## src/rtl/seg7_scan_controller.sv

```systemverilog
// Time-multiplexed scan controller for a 4-digit common-select 7-segment display.
// Each digit slot is a dark blanking gap followed by 16 PWM steps. Display data is
// double-buffered and only swapped at frame boundaries or while idle.
module seg7_scan_controller #(
  parameter int unsigned BLANK_CYCLES = 2,
  parameter int unsigned STEP_CYCLES  = 4
) (
  input  logic        i_clk,
  input  logic        i_rst_n,
  input  logic        i_enable,
  input  logic        i_load,
  input  logic [15:0] i_digits,
  input  logic [3:0]  i_dp,
  input  logic        i_lzb,
  input  logic [3:0]  i_brightness,
  output logic [7:0]  o_LED,
  output logic [3:0]  o_digitSelect,
  output logic        o_frame_done
);

  localparam int unsigned SlotCycles = BLANK_CYCLES + 16 * STEP_CYCLES;
  localparam int unsigned CntW       = $clog2(SlotCycles + 1);
  localparam logic [CntW-1:0] BlankLast = CntW'(BLANK_CYCLES - 1);
  localparam logic [CntW-1:0] StepLen   = CntW'(STEP_CYCLES);
  localparam logic [CntW-1:0] CntOne    = CntW'(1);

  typedef enum logic [1:0] {StIdle, StBlank, StOn, StOff} state_e;

  state_e          state_q, state_d;
  logic [1:0]      digit_q, digit_d;
  logic [CntW-1:0] cnt_q, cnt_d;
  logic [3:0]      bright_q, bright_d;

  logic [15:0] pend_digits_q, disp_digits_q;
  logic [3:0]  pend_dp_q, disp_dp_q;
  logic        pend_valid_q;

  logic [7:0] led_q, led_d;
  logic [3:0] sel_q, sel_d;
  logic       frame_done_q, frame_done_d;

  logic       apply;
  logic [3:0] lz_blank;
  logic [3:0] nibble;

  // Last counter value of the lit and dark PWM phases for a given brightness.
  function automatic logic [CntW-1:0] on_last(input logic [3:0] b);
    return CntW'(b) * StepLen - CntOne;
  endfunction

  function automatic logic [CntW-1:0] off_last(input logic [3:0] b);
    return (CntW'(5'd16) - CntW'(b)) * StepLen - CntOne;
  endfunction

  function automatic logic [6:0] hex_seg(input logic [3:0] h);
    logic [6:0] s;
    unique case (h)
      4'h0: s = 7'h3F;
      4'h1: s = 7'h06;
      4'h2: s = 7'h5B;
      4'h3: s = 7'h4F;
      4'h4: s = 7'h66;
      4'h5: s = 7'h6D;
      4'h6: s = 7'h7D;
      4'h7: s = 7'h07;
      4'h8: s = 7'h7F;
      4'h9: s = 7'h6F;
      4'hA: s = 7'h77;
      4'hB: s = 7'h7C;
      4'hC: s = 7'h39;
      4'hD: s = 7'h5E;
      4'hE: s = 7'h79;
      default: s = 7'h71;
    endcase
    return s;
  endfunction

  // Slot sequencing: next state, counter, digit index and latched brightness.
  always_comb begin
    state_d  = state_q;
    digit_d  = digit_q;
    cnt_d    = cnt_q + CntOne;
    bright_d = bright_q;
    if (!i_enable) begin
      state_d = StIdle;
      digit_d = 2'd0;
      cnt_d   = '0;
    end else begin
      unique case (state_q)
        StIdle: begin
          state_d = StBlank;
          digit_d = 2'd0;
          cnt_d   = '0;
        end
        StBlank: begin
          if (cnt_q == BlankLast) begin
            bright_d = i_brightness;
            state_d  = (i_brightness != 4'd0) ? StOn : StOff;
            cnt_d    = '0;
          end
        end
        StOn: begin
          if (cnt_q == on_last(bright_q)) begin
            state_d = StOff;
            cnt_d   = '0;
          end
        end
        StOff: begin
          if (cnt_q == off_last(bright_q)) begin
            state_d = StBlank;
            digit_d = digit_q + 2'd1;
            cnt_d   = '0;
          end
        end
        default: state_d = StIdle;
      endcase
    end
  end

  // A digit is blank when it and every more significant nibble are zero; digit 0 never is.
  always_comb begin
    lz_blank[3] = (disp_digits_q[15:12] == 4'h0);
    lz_blank[2] = lz_blank[3] && (disp_digits_q[11:8] == 4'h0);
    lz_blank[1] = lz_blank[2] && (disp_digits_q[7:4] == 4'h0);
    lz_blank[0] = 1'b0;
  end

  // Output values for the upcoming cycle, registered alongside the state.
  always_comb begin
    sel_d        = 4'b0000;
    led_d        = 8'h00;
    nibble       = disp_digits_q[{digit_d, 2'b00} +: 4];
    frame_done_d = (state_d == StOff) && (digit_d == 2'd3) && (cnt_d == off_last(bright_d));
    if (state_d == StOn) begin
      sel_d    = 4'b0001 << digit_d;
      led_d[7] = disp_dp_q[digit_d];
      if (!(i_lzb && lz_blank[digit_d])) begin
        led_d[6:0] = hex_seg(nibble);
      end
    end
  end

  // Display data may only change between frames or while the scan is idle.
  assign apply = frame_done_q || (state_q == StIdle);

  // Scan state registers.
  always_ff @(posedge i_clk or negedge i_rst_n) begin
    if (!i_rst_n) begin
      state_q  <= StIdle;
      digit_q  <= 2'd0;
      cnt_q    <= '0;
      bright_q <= 4'd0;
    end else begin
      state_q  <= state_d;
      digit_q  <= digit_d;
      cnt_q    <= cnt_d;
      bright_q <= bright_d;
    end
  end

  // Output registers.
  always_ff @(posedge i_clk or negedge i_rst_n) begin
    if (!i_rst_n) begin
      led_q        <= 8'h00;
      sel_q        <= 4'b0000;
      frame_done_q <= 1'b0;
    end else begin
      led_q        <= led_d;
      sel_q        <= sel_d;
      frame_done_q <= frame_done_d;
    end
  end

  // Double buffer: a load on an apply cycle bypasses the pending buffer.
  always_ff @(posedge i_clk or negedge i_rst_n) begin
    if (!i_rst_n) begin
      pend_digits_q <= 16'h0000;
      pend_dp_q     <= 4'h0;
      pend_valid_q  <= 1'b0;
      disp_digits_q <= 16'h0000;
      disp_dp_q     <= 4'h0;
    end else if (i_load && apply) begin
      disp_digits_q <= i_digits;
      disp_dp_q     <= i_dp;
      pend_valid_q  <= 1'b0;
    end else if (i_load) begin
      pend_digits_q <= i_digits;
      pend_dp_q     <= i_dp;
      pend_valid_q  <= 1'b1;
    end else if (apply && pend_valid_q) begin
      disp_digits_q <= pend_digits_q;
      disp_dp_q     <= pend_dp_q;
      pend_valid_q  <= 1'b0;
    end
  end

  assign o_LED         = led_q;
  assign o_digitSelect = sel_q;
  assign o_frame_done  = frame_done_q;

endmodule

```

## config.mk

```make
export PLATFORM = sky130hd
export DESIGN_NAME = seg7_scan_controller
export DESIGN_NICKNAME = d
export VERILOG_FILES = /design/src/rtl/seg7_scan_controller.sv
export SDC_FILE = /design/constraint.sdc
export NUM_CORES = 1
export LEC_CHECK = 0
export CAP_MARGIN = 20
export CORE_ASPECT_RATIO = 0.75
export CORE_UTILIZATION = 47
export DETAILED_ROUTE_END_ITERATION = 7
export PLACE_DENSITY = 0.68
export SETUP_SLACK_MARGIN = 0.15
export SLEW_MARGIN = 20
export SYNTH_ARGS = -nofsm -noshare
export SYNTH_HDL_FRONTEND = slang
export SYNTH_SLANG_ARGS = --single-unit
```

## constraint.sdc

```tcl
create_clock -name i_clk -period 9.7 [get_ports i_clk]
set_input_delay 1.94 -clock i_clk [delete_from_list [all_inputs] [get_ports i_clk]]
set_output_delay 1.94 -clock i_clk [all_outputs]
set_load 0.03 [all_outputs]
```

### Word-level counts from Yosys, hierarchy flattened

Memories as Yosys holds them, arrays and structs flattened.
Index checks and enable logic that the tools add are counted.

* RAM bits: 0
* bits in registers: 69
* memories kept: 1
* bits in latches: 0
* ROM bits: 112
* output and inout bits: 13
* bits of input ports: 29
* logic and storage cells: 85

* $add $sub $neg: 7
* $lt $le $gt $ge: 1
* div/mod/pow operators: 0
* shift operators: 2
* muxes and demuxes: 33
* bitwise gates (word level): 1
* equality and inequality tests: 11
* $mul: 0
* reduce and logical (&&, ||, !) cells: 17

Memory list
* (no name shown): words 16, width 7, read ports 1, clocked after Yosys merged registers in 0, write ports 0, line 57 `unique case (h)`

Operators with widths (count)
* 2-to-1 mux 16 bit: 3
* 2-to-1 mux 7 bit: 5
* 2-to-1 mux 4 bit: 7
* one-hot mux 7 bit (4 select lines): 1
* == test 7 bit: 3
* variable part select 16 x 5 -> 4 bit: 1
* subtractor 7 x 1 -> 7 bit, second input constant: 2
* zero test 4 bit: 3
* 2-to-1 mux 2 bit: 6
* == test 2 bit, second input constant: 5
* subtractor 5 x 4 -> 5 bit, first input constant: 2
* 2-to-1 mux 8 bit: 1
* one-hot mux 2 bit (4 select lines): 1
* adder 7 x 1 -> 7 bit, second input constant: 1
* == test 7 x 1 -> 1 bit, second input constant: 1
* logical AND 1 bit: 7
* subtractor 6 x 1 -> 7 bit, second input constant: 1
* 2-to-1 mux 1 bit: 6
* binary-select mux 1 bit (select 2 bit): 2
* one-hot mux 2 bit (2 select lines): 1
* AND reduction 2 bit: 2
* nonzero test 4 bit: 1
* << shifter 1 x 2 -> 4 bit, first input constant: 1
* less-than comparator 2 x 3 -> 1 bit, second input constant: 1
* 8 further kinds: 8

### Depth between registers and ports, before layout

Gate-level depths: netlist (run 1).

* depth in word-level cells: 11
* gate-level depth with buffers: 16
* mapped depth without buffers: 15

### Worst setup path before layout (run 1)

No wires, ideal clock.

* kind: input -> register
* start: input i_enable
* end: register frame_done_q, in the netlist o_frame_done
* arrival time: 4261 ps
* cell stages on the path: 13
* buffers on the path: 1
* setup time: 125 ps
* setup slack: 5313 ps
* data required time: 9575 ps
* cell sequence: and2_0 clkbuf_1 and3_1 o21ai_0 inv_1 ha_1 a311oi_1 o31ai_1 xnor2_1 xor2_1 nor3_1 o21bai_1 a2111oi_0

* word-level cells in the longest chain between the ends: 5
* elaborated cells between the ends (all ways): 11
* those cells by class: add/sub (2); eq/ne (3); mux (4); reduce/logical (2)

Ends and longest elaborated chain
* from (decl): line 10 `input logic i_enable,`
* 2-to-1 mux 4 bit: line 84 `if (!i_enable) begin`
* via bright_d[1]: line 32 `logic [3:0] bright_q, bright_d;`
* subtractor 5 x 4 -> 5 bit: line 52 `return (CntW'(5'd16) - CntW'(b)) * StepLen - CntOne;`
* subtractor 7 x 1 -> 7 bit: line 52
* == test 7 bit: line 133 `frame_done_d = (state_d == StOff) && (digit_d == 2'd3) && (cnt_d == off_last(bright_d));`
* logical AND 1 bit: line 133
* via frame_done_d: line 40 `logic frame_done_q, frame_done_d;`
* to (signal assigned): line 170 `frame_done_q <= frame_done_d;`
* to (decl): line 40

The timed path passes the listed nets, and every way through them passes these cells.
A chain may end at the register's enable or synchronous reset.

### Worst setup path in the final report (run 1)

Same ends and word-level chain as after synthesis.

==> impl_metrics.json, run 1 <==
{
  "drive_above_1_share_pct": 11.4,
  "ys_seq_area_share_pct": 41.8,
  "final_cell_mix": "dfrtp_1 (69), clkdlybuf4s50_1 (40), o22ai_1 (38), nor2_1 (37), a21oi_1 (31)",
  "worst_skew_pair.late_latency_ns": 0.33,
  "ctsResizeCount": 0,
  "numCtsBuffers": 9,
  "routed_via_density": 6.05,
  "wire_per_inst_um": 17.0,
  "hold_class": "register to register",
  "grt_antenna_before_repair": 0,
  "place_area_um2": 4580,
  "grt_overflow_total": 0,
  "slew_violations": 0,
  "drt_iter0_markers": 191,
  "io_pins": 42,
  "arrival_ns": 5.22,
  "grt_pass1_vias": 3238,
  "start_util_pct": 48.7,
  "status": "finished clean",
  "avgSynthCellArea_um2": 9.73,
  "fin_area_um2": 4870,
  "layout_min_cycle_time_ns": 5.02,
  "worstPathMaxFanout": 7,
  "core-area_um2": 8490,
  "worst_ep_required_time_ns": 9.90,
  "p_comb_share_pct": 24.5,
  "yosys_warnings": 0,
  "cts_hold_buffers": 0,
  "pwr_density_cell_nw_per_um2": 191,
  "cts_root_buf": "clkbuf_16",
  "gp_congestion": 0.834,
  "topRoutingLayerUsed": "met4",
  "totalWireLength_um": 9620,
  "fillers": 756,
  "swShare_pct": 31.0,
  "cts_sinks": 69,
  "die_x_um": 110,
  "start_kind": "primary input",
  "antenna_cells": 0,
  "wl_met1_um": 4650,
  "syn-num-nets": 470,
  "rsz0062_at_grt": "no",
  "syn_to_final_growth_pct": 17.9,
  "critical_path_class": "primary input to register",
  "internal-power_uw": 642,
  "drv_cap": 0,
  "cts_setup_buffers": 0,
  "met3_length_um": 559,
  "grt_max_degree": 70,
  "p_sw_uw": 289,
  "r2r_cells": 12,
  "maxSlewHeadroom_pct": 43.3,
  "grtUsageTotal_pct": 22.6,
  "seq_area_um2": 1730,
  "vias": 3425,
  "crit_path_end_kind": "register",
  "ys_seq_elements": 69,
  "final_hold_viol_count": 0,
  "die_area_um2": 9180,
  "dr.pass1.iters": 4,
  "ir_worst_vdd_mv": 0.126,
  "fin_util_pct": 57.4,
  "port_buffers": 41,
  "cts_tree": "yes",
  "pwr-share-clk_pct": 35.0,
  "fin_nets": 499,
  "std_cell_rows": 29,
  "setup_tns_ns": 0,
  "dp_hpwl_um": 6840,
  "clock_skew_ns": 0.0101,
  "hold_depth": 1,
  "post-route-drc-count": 0,
  "dieHeight_um": 83.2,
  "p_leak_uw": 0.00197,
  "synth_cells": 425,
  "final_common_cell": "dfrtp_1",
  "syn_area_um2": 4130,
  "fin_crit_sh_pct": 51.8,
  "max_freq_mhz": 199,
  "synth_edf_count": 0,
  "synth.distinct_cells": 72,
  "clkSlewWorstSetupHoldPaths_ns": 0.06,
  "grt_pass1_wl_um": 16200,
  "total_power_uw": 931,
  "async_flop_share_pct": 100,
  "wl_met2_um": 4340,
  "detail-route-antenna-nets": 0,
  "multiInputGateArea_um2": 2230,
  "cts_buffer_depth": 2,
  "tightest_slew_ns": 0.850,
  "setup_viol": 0,
  "seqPwrFrac_pct": 40.5,
  "synth-main-ff-cell": "dfrtp_1",
  "cts_max_level": 3
}
[sequential cells by signal, indices dropped and copies added (netlist names)]
register,flops
bright_q,4
cnt_q,7
digit_q,2
disp_digits_q,16
disp_dp_q,4
o_LED,8
o_digitSelect,4
o_frame_done,1
pend_digits_q,16
pend_dp_q,4
pend_valid_q,1
state_q,2
[Yosys cell counts, types with 2 or more instances]
library cell,count,share of area [%]
nor3b_1,2,0.36
nor4_1,4,0.61
clkbuf_1,20,1.8
xor2_1,9,1.9
inv_1,16,1.5
nand2b_1,6,0.91
or4b_1,2,0.48
o31ai_1,2,0.36
o211ai_1,4,0.73
o21ai_0,12,1.5
a311o_1,2,0.48
nor2_1,37,3.4
nor3_1,8,0.97
o21a_1,2,0.36
dfrtp_1,69,42
a311oi_1,2,0.42
a31oi_1,3,0.45
mux2_2,23,6.3
and3_1,5,0.76
nor2b_1,4,0.61
o22ai_1,38,5.8
buf_6,2,0.54
ha_1,16,4.8
a21oi_1,31,3.8
nand4_1,4,0.61
xnor2_1,8,1.7
nand3_1,10,1.2
a21o_1,2,0.36
o211a_1,2,0.48
buf_4,2,0.36
nand2_1,20,1.8
nor4b_1,2,0.42
mux2i_1,10,2.4
o21bai_1,2,0.36
a221oi_1,4,0.85
a211oi_1,2,0.36
nand3b_1,3,0.54
[metrics by stage]
stage | setup slack, ns | instances | hold slack (ns)
4_1_cts | 4.72 | 566 | 0.509
3_3_place_gp | 4.57 | 551 | 0.491
5_1_grt | 4.41 | 566 | 0.521
2_1_floorplan | 5.31 | 425 | 0.481
3_5_place_dp | 4.42 | 551 | 0.497
6_report | 4.68 | 566 | 0.508
[per-layer routing]
| layer | track usage (%) | vias up |
|---|---|---|
| met5 | 0 | - |
| met4 | 6.34 | 0 |
| met3 | 4.47 | 7 |
| met2 | 32.3 | 107 |
| met1 | 34.4 | 1666 |
| li1 | - | 1645 |
[cell type report]
class	instances	share of cell area, %
clock buffers	10	4.90
clock inverters	5	1.23
inverters	16	1.23
multi-input cells	314	45.7
flip-flops and latches	69	35.4
well taps	108	2.77
repair buffers	44	8.78
[final timing paths]
kind / startpoint / end / slack [ns]
worst max-delay path: i_enable / o_frame_done$_DFF_PN0_ / 4.68
max in group asynchronous: i_rst_n / digit_q[0]$_DFF_PN0_ / 7.34
worst max register to register: bright_q[0]$_DFF_PN0_ / o_LED[3]$_DFF_PN0_ / 5.03
min in group asynchronous: i_rst_n / pend_digits_q[14]$_DFFE_PN0P_ / 1.79
worst min register to register: pend_digits_q[7]$_DFFE_PN0P_ / pend_digits_q[7]$_DFFE_PN0P_ / 0.51
worst min-delay path: pend_digits_q[7]$_DFFE_PN0P_ / pend_digits_q[7]$_DFFE_PN0P_ / 0.51
[critical path, stage by stage]
cell	delay (ns)
clkdlybuf4s50_1	0.57
and2_0	0.33
and3_1	0.28
nand2_1	0.06
o21ai_0	0.14
inv_1	0.09
ha_1	0.35
a311oi_1	0.26
o31ai_1	0.14
xnor2_1	0.32
xor2_1	0.11
nor3_1	0.14
o21bai_1	0.08
a2111oi_0	0.39
[power groups by stage]
stage	clock, uW	sequential (uW)	combinational [uW]
after global placement	0	378	219
after global routing	348	383	252
after floorplan	0	360	180
after detailed placement	0	381	226
after CTS	331	376	228
final	326	377	228
[cell families after synthesis]
| kind of cell | share of synthesized area [%] |
|---|---|
| flops | 41.8 |
| mux | 8.69 |
| simple gates | 15.4 |
| fa+ha+maj | 5.08 |
| xor+xnor | 4.15 |
| buf+inv | 4.39 |
| compound gates | 20.6 |
(Power assumes the default switching activity.)
==> run 2: changes to the inputs <==
==> constraint.sdc (replaced) <==
create_clock -name i_clk -period 4.9 [get_ports i_clk]
set_input_delay 0.98 -clock i_clk [delete_from_list [all_inputs] [get_ports i_clk]]
set_output_delay 0.98 -clock i_clk [all_outputs]
set_load 0.03 [all_outputs]
==> run 2 against run 1 <==
Total power increased by 110%. Critical path depth is 2 lower. Cell area grew 1.3%. Hold slack gained 0.0017 ns. Largest power group is now clock. Highest routed layer unchanged.
==> impl_metrics.json, run 2 (synthesis gave the netlist of run 1 again) <==
{
  "worstPathMaxFanout": 19,
  "final_cell_mix": "dfrtp_1 (69), clkdlybuf4s50_1 (40), o22ai_1 (38), nor2_1 (37), a21oi_1 (31)",
  "cts_root_buf": "clkbuf_16",
  "ir_worst_vdd_mv": 0.271,
  "antenna_cells": 0,
  "die_x_um": 110,
  "worst_skew_pair.late_latency_ns": 0.34,
  "die_area_um2": 9180,
  "grt_overflow_total": 0,
  "arrival_ns": 4.57,
  "critical_path_class": "register to register",
  "maxSlewHeadroom_pct": 45.1,
  "grt_max_degree": 49,
  "final_common_cell": "dfrtp_1",
  "std_cell_rows": 29,
  "io_pins": 42,
  "dr.pass1.iters": 5,
  "cts_hold_buffers": 0,
  "cts_max_level": 3,
  "setup_viol": 0,
  "tightest_slew_ns": 0.824,
  "layout_min_cycle_time_ns": 4.37,
  "worst_ep_required_time_ns": 5.10,
  "detail-route-antenna-nets": 0,
  "numCtsBuffers": 9,
  "pwr_density_cell_nw_per_um2": 399,
  "rrSetupSlack_ns": 0.53,
  "start_util_pct": 48.7,
  "cts_sinks": 69,
  "vias": 3454,
  "hold_class": "register to register",
  "start_kind": "register",
  "drt_iter0_markers": 200,
  "hold_depth": 1,
  "grtUsageTotal_pct": 23.7,
  "dieHeight_um": 83.2,
  "fin_crit_sh_pct": 89.3,
  "grt_pass1_vias": 3269,
  "reg2reg_to": "o_LED[3]$_DFF_PN0_",
  "grt_pass1_wl_um": 16600,
  "r2r_cells": 12,
  "wire_per_inst_um": 17.7,
  "clkSlewWorstSetupHoldPaths_ns": 0.06,
  "hp-start": "pend_digits_q[6]$_DFFE_PN0P_",
  "cts_buffer_depth": 2,
  "totalWireLength_um": 10000,
  "grt_antenna_before_repair": 0,
  "drive_above_1_share_pct": 12.0,
  "syn_to_final_growth_pct": 19.5,
  "rsz0062_at_grt": "no",
  "fin_ws_ns": 0.525,
  "rr_startpoint": "bright_q[0]$_DFF_PN0_",
  "drv_cap": 0,
  "p_leak_uw": 0.00200,
  "crit_path_end_kind": "register",
  "core-area_um2": 8490,
  "post-route-drc-count": 0,
  "min_to": "pend_digits_q[6]$_DFFE_PN0P_",
  "place_ws_ns": 0.390,
  "setup_tns_ns": 0,
  "clock_skew_ns": 0.00682,
  "fin_nets": 500,
  "slew_violations": 0,
  "gp_congestion": 0.832,
  "status": "finished clean",
  "routed_via_density": 6.08,
  "dp_hpwl_um": 7100,
  "final_hold_viol_count": 0,
  "fillers": 707,
  "port_buffers": 41,
  "cts_tree": "yes",
  "max_freq_mhz": 229
}
## run 2: through the flow
step                total power (uW)  instance area (um2)  hold slack [ns]  instances  utilization, %
global placement                1180                 4580            0.491        552            54.0
global route                    2070                 4940            0.527        568            58.2
floorplan                       1070                 4130            0.481        425               -
CTS                             1970                 4940            0.513        568            58.2
finish                          1970                 4940            0.510        568            58.2
detailed placement              1200                 4580            0.499        552            54.0
## run 2: per-layer routing
metal,track usage (%),wire [um],up-vias
met5,0,0,-
met2,35.4,4540,155
met4,4.90,74,0
met1,34.8,4730,1645
li1,-,-,1646
met3,5.65,689,8
## run 2: repair_timing
item / in CTS / in global routing
setup buffers: 0 / 0
endpoints found under the setup margin: 0 / 4
gates resized for setup: 0 / 1
endpoints found under the hold margin: 0 / 0
## run 2: worst max-delay path by stage
stage	from	end	cells after the start
after floorplan	bright_q[0]$_DFF_PN0_	o_LED[6]$_DFF_PN0_	16
after global routing	bright_q[0]$_DFF_PN0_	o_LED[3]$_DFF_PN0_	12
after CTS	bright_q[0]$_DFF_PN0_	o_LED[3]$_DFF_PN0_	12
final	bright_q[0]$_DFF_PN0_	o_LED[3]$_DFF_PN0_	12
after detailed placement	bright_q[0]$_DFF_PN0_	o_LED[3]$_DFF_PN0_	12
after global placement	i_enable	o_frame_done$_DFF_PN0_	14
## run 2: where the power goes
group | switching [uW] | total, uW | internal, uW
registers | 86.9 | 741 | 654
clock network | 255 | 770 | 515
logic | 250 | 462 | 212
total | 591 | 1970 | 1380
## run 2: cell type report
class	count	area [um2]	area share, %
Sequential cell	69	1730	35.0
Multi-Input combinational cell	314	2230	45.1
Clock inverter	6	116	2.36
Clock buffer	10	239	4.84
Tap cell	108	135	2.74
Timing Repair Buffer	45	435	8.81
Inverter	16	60.1	1.22
## run 2: worst max-delay path: stages, from the launching register on
cell      delay [ns]
dfrtp_1         0.42
inv_1           0.16
ha_1            0.32
o21ai_0         0.17
and2_1          0.18
o311ai_0        0.47
and4b_2         0.58
xnor2_1         0.19
o311ai_1        0.73
inv_1           0.20
ha_1            0.36
nor2_1          0.06
o41ai_1         0.40
